### src/rtl/usb_pkg.sv
// Shared USB receive-path types and constants: FSM states, PID codes, CRC-16 parameters.
package usb_pkg;

  typedef enum logic [2:0] {S_IDLE, S_PID, S_DATA, S_SKIP, S_CHECK} state_t;

  localparam logic [7:0] PID_OUT   = 8'hE1;
  localparam logic [7:0] PID_IN    = 8'h69;
  localparam logic [7:0] PID_SOF   = 8'hA5;
  localparam logic [7:0] PID_SETUP = 8'h2D;
  localparam logic [7:0] PID_DATA0 = 8'hC3;
  localparam logic [7:0] PID_DATA1 = 8'h4B;
  localparam logic [7:0] PID_ACK   = 8'hD2;
  localparam logic [7:0] PID_NAK   = 8'h5A;
  localparam logic [7:0] PID_STALL = 8'h1E;

  localparam logic [15:0] CRC16_INIT     = 16'hFFFF;
  localparam logic [15:0] CRC16_RESIDUAL = 16'h800D;
  localparam logic [15:0] CRC16_POLY     = 16'h8005;

  typedef struct packed {
    logic is_data;
    logic data_pid;
    logic crc_ok;
    logic crc_err;
    logic pid_err;
    logic len_err;
  } verdict_t;

  // A PID is well-formed when its upper nibble is the complement of the lower one.
  function automatic logic pid_nibble_ok(input logic [7:0] p);
    return p[3:0] == ~p[7:4];
  endfunction

endpackage

### src/rtl/usb_rx_crc_ctrl_if.sv
// Bit-stream in / packet-verdict out bundle between the unstuffer and the CRC sequencer.
interface usb_rx_crc_ctrl_if #(parameter int MAX_BYTES = 1026);
  localparam int BCW = $clog2(MAX_BYTES + 1);

  logic           sop;
  logic           eop;
  logic           rx_bit_valid;
  logic           rx_bit;
  logic           pkt_done;
  logic           is_data;
  logic           data_pid;
  logic           crc_ok;
  logic           crc_err;
  logic           pid_err;
  logic           len_err;
  logic [BCW-1:0] byte_cnt;

  modport master (
    output sop, eop, rx_bit_valid, rx_bit,
    input  pkt_done, is_data, data_pid, crc_ok, crc_err, pid_err, len_err, byte_cnt
  );

  modport slave (
    input  sop, eop, rx_bit_valid, rx_bit,
    output pkt_done, is_data, data_pid, crc_ok, crc_err, pid_err, len_err, byte_cnt
  );
endinterface

### src/rtl/usb_rx_crc_ctrl_crc16.sv
// Bit-serial USB CRC-16 residual checker (x^16+x^15+x^2+1), MSB-side feedback.
module USB_crc_16
  import usb_pkg::*;
(
  input  logic clk,
  input  logic n_rst,
  input  logic crc_clear,
  input  logic shift_enable,
  input  logic d_orig,
  output logic crc_check_16
);
  logic [15:0] crc;
  logic        fb;

  assign fb = crc[15] ^ d_orig;

  always_ff @(posedge clk or negedge n_rst) begin
    if (!n_rst)            crc <= CRC16_INIT;
    else if (crc_clear)    crc <= CRC16_INIT;
    else if (shift_enable) crc <= {crc[14:0], 1'b0} ^ (fb ? CRC16_POLY : 16'h0000);
  end

  assign crc_check_16 = (crc == CRC16_RESIDUAL);
endmodule

### src/rtl/usb_rx_crc_ctrl.sv
// Receive-side CRC-16 sequencer: frames packets, decodes PID, gates the LFSR, reports verdicts.
module usb_rx_crc_ctrl
  import usb_pkg::*;
#(
  parameter int MAX_BYTES = 1026
) (
  input  logic              clk,
  input  logic              rst,
  usb_rx_crc_ctrl_if.slave  bus
);
  localparam int          BCW      = $clog2(MAX_BYTES + 1);
  localparam logic [13:0] MAX_BITS = 14'(8 * MAX_BYTES);

  state_t         state, state_n;
  logic [13:0]    bit_cnt;
  logic [6:0]     pid_sr;
  logic [2:0]     pid_cnt;
  logic           ovf, w_pid_err, w_is_data, w_data_pid;
  logic           crc_clear, shift_enable, crc_check_16;
  logic [7:0]     pid_full;
  logic [10:0]    bytes_raw;
  verdict_t       vd, vd_n;
  logic [BCW-1:0] bcnt, bcnt_n;
  logic           bit_in;

  assign pid_full  = {bus.rx_bit, pid_sr};
  assign bytes_raw = bit_cnt[13:3];
  assign bit_in    = bus.rx_bit_valid && !bus.eop;

  always_comb begin
    state_n      = state;
    crc_clear    = 1'b0;
    shift_enable = 1'b0;
    case (state)
      S_IDLE: begin
        crc_clear = 1'b1;
        if (bus.sop) state_n = S_PID;
      end
      S_PID: begin
        if (bus.eop) state_n = S_CHECK;
        else if (bus.rx_bit_valid && pid_cnt == 3'd7)
          state_n = (pid_nibble_ok(pid_full) &&
                     (pid_full == PID_DATA0 || pid_full == PID_DATA1)) ? S_DATA : S_SKIP;
      end
      S_DATA: begin
        if (bus.eop) state_n = S_CHECK;
        else if (bus.rx_bit_valid && !ovf && bit_cnt < MAX_BITS) shift_enable = 1'b1;
      end
      S_SKIP:  if (bus.eop) state_n = S_CHECK;
      S_CHECK: begin
        crc_clear = 1'b1;
        state_n   = S_IDLE;
      end
      default: state_n = S_IDLE;
    endcase
    // A new sop anywhere mid-packet drops the old one without a verdict.
    if (bus.sop && state != S_IDLE) begin
      state_n   = S_PID;
      crc_clear = 1'b1;
    end
    if (crc_clear) shift_enable = 1'b0;
  end

  // Verdict is captured on the eop edge; the residual is already stable then.
  always_comb begin
    vd_n          = '0;
    vd_n.is_data  = w_is_data;
    vd_n.data_pid = w_data_pid;
    vd_n.pid_err  = w_pid_err || (state == S_PID);
    vd_n.len_err  = w_is_data && (ovf || bit_cnt[2:0] != 3'd0 ||
                                  bit_cnt < 14'd16 || bit_cnt > MAX_BITS);
    if (vd_n.is_data && !vd_n.pid_err && !vd_n.len_err) begin
      vd_n.crc_ok  = crc_check_16;
      vd_n.crc_err = !crc_check_16;
    end
    bcnt_n = (bytes_raw > 11'(MAX_BYTES)) ? BCW'(MAX_BYTES) : BCW'(bytes_raw);
  end

  always_ff @(posedge clk or posedge rst) begin
    if (rst) begin
      state      <= S_IDLE;
      bit_cnt    <= '0;
      pid_sr     <= '0;
      pid_cnt    <= '0;
      ovf        <= 1'b0;
      w_pid_err  <= 1'b0;
      w_is_data  <= 1'b0;
      w_data_pid <= 1'b0;
      vd         <= '0;
      bcnt       <= '0;
    end else begin
      state <= state_n;
      if (state_n == S_CHECK) begin
        vd   <= vd_n;
        bcnt <= bcnt_n;
      end
      if (bus.sop) begin
        bit_cnt    <= '0;
        pid_sr     <= '0;
        pid_cnt    <= '0;
        ovf        <= 1'b0;
        w_pid_err  <= 1'b0;
        w_is_data  <= 1'b0;
        w_data_pid <= 1'b0;
      end else if (state == S_PID && bit_in) begin
        pid_sr  <= pid_full[7:1];
        pid_cnt <= pid_cnt + 3'd1;
        if (pid_cnt == 3'd7) begin
          w_pid_err  <= !pid_nibble_ok(pid_full);
          w_is_data  <= pid_nibble_ok(pid_full) &&
                        (pid_full == PID_DATA0 || pid_full == PID_DATA1);
          w_data_pid <= (pid_full == PID_DATA1);
        end
      end else if (state == S_DATA && bit_in) begin
        if (bit_cnt != 14'h3FFF) bit_cnt <= bit_cnt + 14'd1;
        if (bit_cnt >= MAX_BITS) ovf <= 1'b1;
      end
    end
  end

  USB_crc_16 u_crc (
    .clk          (clk),
    .n_rst        (~rst),
    .crc_clear    (crc_clear),
    .shift_enable (shift_enable),
    .d_orig       (bus.rx_bit),
    .crc_check_16 (crc_check_16)
  );

  assign bus.pkt_done = (state == S_CHECK);
  assign bus.is_data  = vd.is_data;
  assign bus.data_pid = vd.data_pid;
  assign bus.crc_ok   = vd.crc_ok;
  assign bus.crc_err  = vd.crc_err;
  assign bus.pid_err  = vd.pid_err;
  assign bus.len_err  = vd.len_err;
  assign bus.byte_cnt = bcnt;
endmodule
### src/flat_wrapper.sv
// flat-port wrapper written by rule: the top's interface ports become plain ports
module usb_rx_crc_ctrl_flat import usb_pkg::*;
#(
  parameter int MAX_BYTES = 1026
)
  (clk, rst, bus_sop, bus_eop, bus_rx_bit_valid, bus_rx_bit, bus_pkt_done, bus_is_data, bus_data_pid, bus_crc_ok, bus_crc_err, bus_pid_err, bus_len_err, bus_byte_cnt);
  usb_rx_crc_ctrl_if #(.MAX_BYTES(MAX_BYTES)) bus_i ();
  input  logic clk;
  input  logic rst;
  input wire logic [$bits(bus_i.sop)-1:0] bus_sop;
  input wire logic [$bits(bus_i.eop)-1:0] bus_eop;
  input wire logic [$bits(bus_i.rx_bit_valid)-1:0] bus_rx_bit_valid;
  input wire logic [$bits(bus_i.rx_bit)-1:0] bus_rx_bit;
  output wire logic [$bits(bus_i.pkt_done)-1:0] bus_pkt_done;
  output wire logic [$bits(bus_i.is_data)-1:0] bus_is_data;
  output wire logic [$bits(bus_i.data_pid)-1:0] bus_data_pid;
  output wire logic [$bits(bus_i.crc_ok)-1:0] bus_crc_ok;
  output wire logic [$bits(bus_i.crc_err)-1:0] bus_crc_err;
  output wire logic [$bits(bus_i.pid_err)-1:0] bus_pid_err;
  output wire logic [$bits(bus_i.len_err)-1:0] bus_len_err;
  output wire logic [$bits(bus_i.byte_cnt)-1:0] bus_byte_cnt;
  assign bus_i.sop = bus_sop;
  assign bus_i.eop = bus_eop;
  assign bus_i.rx_bit_valid = bus_rx_bit_valid;
  assign bus_i.rx_bit = bus_rx_bit;
  assign bus_pkt_done = bus_i.pkt_done;
  assign bus_is_data = bus_i.is_data;
  assign bus_data_pid = bus_i.data_pid;
  assign bus_crc_ok = bus_i.crc_ok;
  assign bus_crc_err = bus_i.crc_err;
  assign bus_pid_err = bus_i.pid_err;
  assign bus_len_err = bus_i.len_err;
  assign bus_byte_cnt = bus_i.byte_cnt;
  usb_rx_crc_ctrl #(.MAX_BYTES(MAX_BYTES)) u_core (.clk(clk), .rst(rst), .bus(bus_i));
endmodule
### config.mk
export PLATFORM = sky130hd
export DESIGN_NAME = usb_rx_crc_ctrl_flat
export DESIGN_NICKNAME = d
export VERILOG_FILES = /design/src/rtl/usb_pkg.sv /design/src/rtl/usb_rx_crc_ctrl_if.sv /design/src/rtl/usb_rx_crc_ctrl_crc16.sv /design/src/rtl/usb_rx_crc_ctrl.sv /design/src/flat_wrapper.sv
export SDC_FILE = /design/constraint.sdc
export NUM_CORES = 1
export LEC_CHECK = 0
export ABC_CLOCK_PERIOD_IN_PS = 3050
export BUFFER_PORTS_ARGS = -buffer_cell sky130_fd_sc_hd__buf_4
export CORE_MARGIN = 3
export CORE_UTILIZATION = 32
export CTS_CLUSTER_DIAMETER = 120
export DETAILED_ROUTE_END_ITERATION = 8
export RECOVER_POWER = 25
export SLEW_MARGIN = 30
export SYNTH_ARGS = -nofsm -noshare
export SYNTH_HDL_FRONTEND = slang
export SYNTH_SLANG_ARGS = --single-unit
### constraint.sdc
create_clock -name clk -period 3.05 [get_ports clk]
set_input_delay 0 -clock clk [delete_from_list [all_inputs] [get_ports clk]]
set_output_delay 0 -clock clk [all_outputs]
set_load 0.02 [all_outputs]
==> results of run 1 <==
[cells by family (layout without fill, tap and decap cells)]
logic type | Yosys count | count (layout) | share of synthesized area
flops | 64 | 64 | 0.501
buf+inv | 33 | 55 | 0.0418
xor+xnor | 8 | 8 | 0.0217
mux | 18 | 18 | 0.0584
compound gates | 56 | 56 | 0.120
simple gates | 144 | 144 | 0.241
fa+ha+maj | 4 | 4 | 0.0155
[per-layer routing]
| layer | global-route usage | vias to the layer above | routed length [um] |
|---|---|---|---|
| met5 | 0 | - | 0 |
| met4 | 0.0694 | 0 | 99 |
| met3 | 0.0213 | 7 | 273 |
| met2 | 0.210 | 58 | 3250 |
| met1 | 0.185 | 1258 | 3430 |
| li1 | - | 1222 | - |
[final cells by class]
class                           count  area (sq um)
Tap cell                          133           166
Clock buffer                       13           159
Multi-Input combinational cell    230          1480
Sequential cell                    64          1620
Timing Repair Buffer               29           223
Fill cell                        1017          6120
Inverter                           10          37.5
Clock inverter                      3          17.5
[report_power, final]
| group | internal, mW | switching, mW | total, mW |
|---|---|---|---|
| Combinational | 0.0316 | 0.0652 | 0.0967 |
| Clock | 0.337 | 0.327 | 0.664 |
| Sequential | 0.859 | 0.00762 | 0.866 |
| Total | 1.23 | 0.400 | 1.63 |
[worst max-delay path: cells and delay by family, from the launching register on]
kind | cells | cell delay (ps)
flip-flops | 1 | 480
AO/OA/AOI/OAI | 1 | 470
AND/OR/NAND/NOR | 3 | 1240
[cell usage in the layout, fill, tap and decap left out, types with 4 or more instances in the layout]
master,synthesis,final
inv_1,9,9
nand2_1,22,22
o21ai_0,18,18
or4_1,4,4
dfstp_2,16,16
dfrtp_1,48,48
nor2_1,31,31
nor3b_1,5,5
buf_4,0,26
mux2_2,7,7
and4_1,5,5
a21oi_1,7,7
nor4_1,6,6
nor2b_1,6,6
nand4_1,6,6
nand3_1,33,33
mux2i_1,11,11
clkbuf_8,0,11
o41ai_1,6,6
ha_1,4,4
nor4bb_1,4,4
a22o_1,8,8
xnor2_1,7,7
[flip-flops by register name, indices dropped and copies added, names as in the netlist]
register / cells
u_core.bus.pid_err: 1
u_core.pid_cnt: 3
u_core.w_is_data: 1
u_core.ovf: 1
u_core.bus.byte_cnt: 11
u_core.w_pid_err: 1
u_core.bus.crc_err: 1
u_core.bus.is_data: 1
u_core.bus.data_pid: 1
u_core.bit_cnt: 14
u_core.w_data_pid: 1
u_core.u_crc.crc: 16
u_core.state: 3
u_core.bus.len_err: 1
u_core.bus.crc_ok: 1
u_core.pid_sr: 7
[stage by stage]
step                      setup WS, ps  hold WS (ps)  total power, mW  instance area (sq um)
after detailed placement           817           133            0.979                   3510
after global routing               656          29.9             1.69                   3700
after CTS                          800          15.1             1.65                   3700
final                              802          31.6             1.63                   3700
after floorplan                   1030           153            0.944                   3230
after global placement             819           309            0.977                   3510
[worst paths after layout]
check	slack (ps)	cells past startpoint	endpoint	start
max	800	4	u_core.u_crc.crc[15]	u_core.bit_cnt[7]
min	30	3	u_core.state[1]	bus_rx_bit_valid
max reg2reg	800	4	u_core.u_crc.crc[15]	u_core.bit_cnt[7]
min reg2reg	470	2	u_core.bus.byte_cnt[0]	u_core.bus.byte_cnt[0]
max in group asynchronous	1160	4	u_core.bit_cnt[7]	rst
min in group asynchronous	810	3	u_core.pid_sr[2]	rst
==> run summary, run 1 <==
crit path kind = reg2reg
Final min period = 2250 ps
wire per inst = 14.6 um
placed insts = 464
latest clock arrival within the worst-skew pair = 340 ps
arrival time of the worst setup path = 2530 ps
Port Buffers = 23
setup violators final = 0
area leader, netlist = dfrtp_1
Hold WC Path Type = in2reg
Final Skew = 6.94 ps
Synth Warn # = 0
post-synthesis cell type count = 48
Starting Density = 0.329
Syn Nets = 337
share of the synthesized area in the top cell type = 0.371
routed wire length = 7.05 mm
# resized after CTS = 0
Clock Root Buffer = clkbuf_8
Final Cycle Share = 0.737
final core occ = 0.377
vias = 2545
synth cell count leaders = dfrtp_1, nand3_1, nor2_1
most common cell in the netlist = dfrtp_1
critical path's most frequent cell = or4_1
GRT overflow = 0
final cell count without fillers = 482
Leakage = 1.59 nW
ant diodes = 0
CTS Buf Count = 9
htree depth = 3
P&R area growth vs syn = 14.5%
Max Freq = 445 MHz
clock sink count = 64
register area share after synthesis = 0.501
Critical Path Source Type = flip-flop
first-pass GRT wire length = 12.5 mm
Hold Fails Final Rpt = 0
gr usage total = 0.136
Crit path required time = 3330 ps
die footprint = 11300 sq um
vias in the first global route = 2544
CP max-delay cell = or4_1
power per cell area = 440 nW/um^2
flops & latches, synth = 64
number of enable flip-flop cells after synthesis = 0
Max-slew headroom = -0.222
status = finished with violations
maximum fanout along the worst path = 19
Post-Syn Instances = 327
Die X-Extent = 107 um
Synth Flop Type = dfrtp_1
share of cells above drive strength 1 = 0.198
post-detailed-route via-to-cell ratio = 5.28
Hold-fix buffers, CTS = 2
post-route ant nets = 0
post-synthesis average cell area = 9.89 sq um
CP Capture Type = flip-flop
TritonCTS clock tree = yes
first-pass iteration count of the detailed router = 4
Clock Pin Slew Worst Setup and Hold Paths = 70 ps
DRT iter0 DRCs = 163
dpl hpwl = 4.75 mm
Max Cap Viol = 1
DRC Markers = 0
RSZ-0062 raised after global routing = no
largest stage delay on the critical path = 590 ps
Mapped Area = 3230 sq um
Slew @ Worst Pin = 1830 ps
fin nets = 354
# rows = 36
Synth area leaders = dfrtp_1, dfstp_2, nand3_1
core area = 9820 sq um
peak supply drop = 0.000187 V
GPL Wtd Cong = 0.857
failing checks = capacitance limit, slew limit
IO Count = 24
post-CTS setup buffers = 0
post-route setup TNS = 0 ps
largest net degree at the start of global routing = 51
CP cell instances = or4_1, o31a_1, or4_1, nand3_1
Post-synth ARST share = 1.00
Longest Clk Path Bufs = 2
Slew Viols, Final = 51
Die H = 107 um
initial antenna violation count = 0
Note: power is estimated with default switching activity, not from simulation.
==> run 2: changes to the inputs <==
ABC_CLOCK_PERIOD_IN_PS = 2000   (was 3050)
clock period = 2 ns   (was 3.05 ns; I/O delays follow)
==> run summary, run 2 (synthesis results as in run 1) <==
status = complete, no violations
fin nets = 372
share of cells above drive strength 1 = 0.232
RR Endpoint = u_core.bit_cnt[12]
Crit path required time = 2220 ps
most flop-heavy register = u_core.u_crc.crc
CTS Buf Count = 9
hold path cells = 3
final cell count without fillers = 500
worst hold margin = 51.9 ps
gr usage total = 0.136
Final Skew = 13.4 ps
wire per inst = 14.8 um
Met2 Routed Length = 3.22 mm
setup violators final = 0
clock sink count = 64
Starting Density = 0.329
startpoint of the worst hold path = bus_eop
Leakage = 1.67 nW
Longest Clk Path Bufs = 2
most frequent cells in the layout = dfrtp_1, buf_4, nand3_1
top sig layer = met4
CP Capture Type = flip-flop
fill cell total of the finished layout = 1000
GRT overflow = 0
# rows = 36
post-detailed-route via-to-cell ratio = 5.13
peak supply drop = 0.000224 V
P&R area growth vs syn = 18.5%
TritonCTS clock tree = yes
routed length on met3 = 274 um
first-pass iteration count of the detailed router = 5
DRC Markers = 0
DRT iter0 DRCs = 182
Max-slew headroom = 0.181
ant diodes = 0
vias = 2566
routed wire length = 7.39 mm
Largest register FFs = 16
htree depth = 3
Critical Path Source Type = flip-flop
Die H = 107 um
Max Cap Viol = 0
Port Buffers = 23
GPL Wtd Cong = 0.782
FF-to-FF setup slack = 90 ps
vias in the first global route = 2471
Final min period = 1910 ps
Worst R2R Path Depth = 4
post-placement worst setup slack = 90.5 ps
post-route setup TNS = 0 ps
Die X-Extent = 107 um
post-CTS setup buffers = 0
hold endpoint = u_core.state[1]
latest clock arrival within the worst-skew pair = 350 ps
Metal-1 WL = 3.81 mm
core area = 9820 sq um
final instance area = 3830 sq um
commonest non-fill, non-tap cell in the layout = dfrtp_1
Tot Pwr = 2.50 mW
R2R Path Start = u_core.state[0]
Clock Pin Slew Worst Setup and Hold Paths = 70 ps
Max Freq = 523 MHz
placed insts = 482
RSZ-0062 raised after global routing = no
final setup margin = 88.6 ps
first-pass GRT wire length = 12.5 mm
largest net degree at the start of global routing = 41
Clock Root Buffer = clkbuf_8
die footprint = 11300 sq um
CP cell instances = and3b_1, nand2_1, nor4b_1, mux2_2
dpl hpwl = 5.15 mm
DP Area = 3660 sq um
Hold WC Path Type = in2reg
Final Cycle Share = 0.956
Slew Viols, Final = 0
largest stage delay on the critical path = 500 ps
Hold Fails Final Rpt = 0
CP max-delay cell = nor4b_1
IO Count = 24
final core occ = 0.390
Slew @ Worst Pin = 1230 ps
post-route ant nets = 0
maximum fanout along the worst path = 9
initial antenna violation count = 0
arrival time of the worst setup path = 2140 ps
crit path kind = reg2reg
power per cell area = 653 nW/um^2
==> run 2: cell types whose count changed in the layout (fill, tap and decap cells not counted), sizes merged <==
cell,previous run,this run
buf,26,38
clkbuf,14,17
clkinv,3,4
clkinvlp,1,0
inv,9,12
==> run 2: timing repair <==
action / 4_1_cts / 5_1_grt
gates resized for setup: 0 / 2
hold buffers: 2 / 0
setup endpoints to repair: 0 / 10
endpoints found under the hold margin: 23 / 0
==> run 2: worst max path at each step <==
stage / cells past startpoint / slack (ps) / startpoint / endpoint
after floorplan: 5 / 4 / u_core.bit_cnt[7] / u_core.u_crc.crc[15]
after global placement: 4 / 120 / u_core.bit_cnt[5] / u_core.u_crc.crc[15]
final: 4 / 90 / u_core.state[0] / u_core.bit_cnt[12]
after CTS: 4 / 70 / u_core.bit_cnt[5] / u_core.u_crc.crc[0]
after detailed placement: 4 / 90 / u_core.bit_cnt[5] / u_core.u_crc.crc[0]
after global routing: 4 / 10 / u_core.state[0] / u_core.bit_cnt[12]
==> run 2: routing by layer <==
layer  vias to the layer above  global-route usage
met1                      1239               0.200
met4                         0              0.0457
met3                         6              0.0279
li1                       1260                   -
met5                         -                   0
met2                        61               0.200
==> run 2: critical path, delay by kind of cell (launching register included) <==
family,cells,cell delay [ps]
simple gates,3,960
mux,1,390
flops,1,460
==> run 2: report_power, final <==
part,total [mW],internal [mW],switching (mW)
sequential,1.32,1.31,0.0116
clock,1.03,0.487,0.539
combinational,0.158,0.0546,0.103
total,2.50,1.85,0.653
==> run 2: layout make-up <==
type | instances | area [sq um] | share of cell area
clock buffer | 10 | 138 | 0.0359
clock inverter | 6 | 40.0 | 0.0104
inverter | 10 | 37.5 | 0.00979
multi-input combinational | 230 | 1480 | 0.387
sequential | 64 | 1620 | 0.423
tap | 133 | 166 | 0.0434
timing repair buffer | 47 | 348 | 0.0907
==> run 3: changes to the inputs <==
ABC_CLOCK_PERIOD_IN_PS = 2400   (was 2000)
clock period = 2.4 ns   (was 2 ns; I/O delays follow)
==> run summary, run 3 (synthesis results as in run 1) <==
crit path kind = reg2reg
IO Count = 24
Port Buffers = 23
Max Cap Viol = 0
most frequent cells in the layout = dfrtp_1, nand3_1, nor2_1
vias = 2519
Max-slew headroom = 0.107
Critical Path Source Type = flip-flop
RSZ-0062 raised after global routing = no
Longest Clk Path Bufs = 2
CP max-delay cell = or4_1
Slew @ Worst Pin = 1340 ps
Crit path required time = 2680 ps
power per cell area = 565 nW/um^2
fill cell total of the finished layout = 1025
Hold Fails Final Rpt = 0
Die H = 107 um
first-pass GRT wire length = 12.2 mm
post-detailed-route via-to-cell ratio = 5.17
CP Capture Type = flip-flop
latest clock arrival within the worst-skew pair = 340 ps
fin nets = 359
ant diodes = 0
final setup margin = 366 ps
share of cells above drive strength 1 = 0.161
final cell count without fillers = 487
Hold WC Path Type = in2reg
setup violators final = 0
worst hold margin = 40.1 ps
commonest non-fill, non-tap cell in the layout = dfrtp_1
WP buf/inv = 0
Die X-Extent = 107 um
CTS Buf Count = 9
DP Area = 3560 sq um
wire per inst = 14.3 um
first-pass iteration count of the detailed router = 4
FF-to-FF setup slack = 370 ps
Tot Pwr = 2.09 mW
maximum fanout along the worst path = 9
Leakage = 1.55 nW
Slew Viols, Final = 0
arrival time of the worst setup path = 2310 ps
TritonCTS clock tree = yes
initial antenna violation count = 0
vias in the first global route = 2439
P&R area growth vs syn = 14.3%
placed insts = 469
core area = 9820 sq um
die footprint = 11300 sq um
CP cell instances = or4_1, o31ai_1, and2_1, a22o_1
Final Cycle Share = 0.848
Clock Root Buffer = clkbuf_8
final core occ = 0.377
clock sink count = 64
peak supply drop = 0.000207 V
Max Freq = 492 MHz
GRT overflow = 0
GPL Wtd Cong = 0.840
DRT iter0 DRCs = 152
Final min period = 2030 ps
Starting Density = 0.329
CP top delay family = simple AND/OR/NAND/NOR gates
most flop-heavy register = u_core.u_crc.crc
largest net degree at the start of global routing = 42
Final Skew = 9.45 ps
Clock Pin Slew Worst Setup and Hold Paths = 70 ps
status = complete, no violations
routed wire length = 6.97 mm
gr usage total = 0.133
post-CTS setup buffers = 0
largest stage delay on the critical path = 600 ps
htree depth = 3
# rows = 36
Largest register FFs = 16
DRC Markers = 0
post-route ant nets = 0
post-placement worst setup slack = 361 ps
final instance area = 3700 sq um
dpl hpwl = 4.82 mm
post-route setup TNS = 0 ps
[run 3: per-layer routing]
metal	wire length [um]	share of wire	GRT usage	up-vias
met5	0	0	0	-
met1	3390	0.49	0.188	1222
li1	-	-	-	1230
met4	83	0.012	0.0521	0
met2	3220	0.46	0.201	61
met3	275	0.039	0.0273	6
[run 3: area by class of cell]
| class | instances | area, sq um | area share |
|---|---|---|---|
| well taps | 133 | 166 | 0.0450 |
| inverters | 10 | 37.5 | 0.0102 |
| multi-input cells | 230 | 1480 | 0.400 |
| flip-flops and latches | 64 | 1620 | 0.439 |
| clock inverters | 3 | 15.0 | 0.00406 |
| clock buffers | 13 | 170 | 0.0460 |
| repair buffers | 34 | 209 | 0.0565 |
[run 3: timing repair]
action | CTS | global route
gates resized for setup | 0 | 0
hold endpoints to repair | 25 | 0
hold buffers | 2 | 0
[run 3: worst register-to-register path, cell delays in order, from the launching register on]
cell     delay [ps]
dfrtp_1         450
or4_1           600
o31ai_1         340
and2_1          390
a22o_1          190
[run 3: final timing paths]
path                                   startpoint                     end  depth (start not counted)
max                             u_core.bit_cnt[6]  u_core.bus.byte_cnt[7]                          4
max in group asynchronous                     rst    u_core.u_crc.crc[12]                          4
max reg2reg                     u_core.bit_cnt[6]  u_core.bus.byte_cnt[7]                          4
min in group asynchronous                     rst         u_core.state[2]                          3
min reg2reg                u_core.bus.byte_cnt[0]  u_core.bus.byte_cnt[0]                          2
min                              bus_rx_bit_valid         u_core.state[1]                          3
[run 3: where the power goes]
| part | switching, mW | leakage, nW | internal (mW) |
|---|---|---|---|
| Sequential | 0.00962 | 0.830 | 1.09 |
| Combinational | 0.0835 | 0.626 | 0.0382 |
| Clock | 0.405 | 0.0983 | 0.462 |
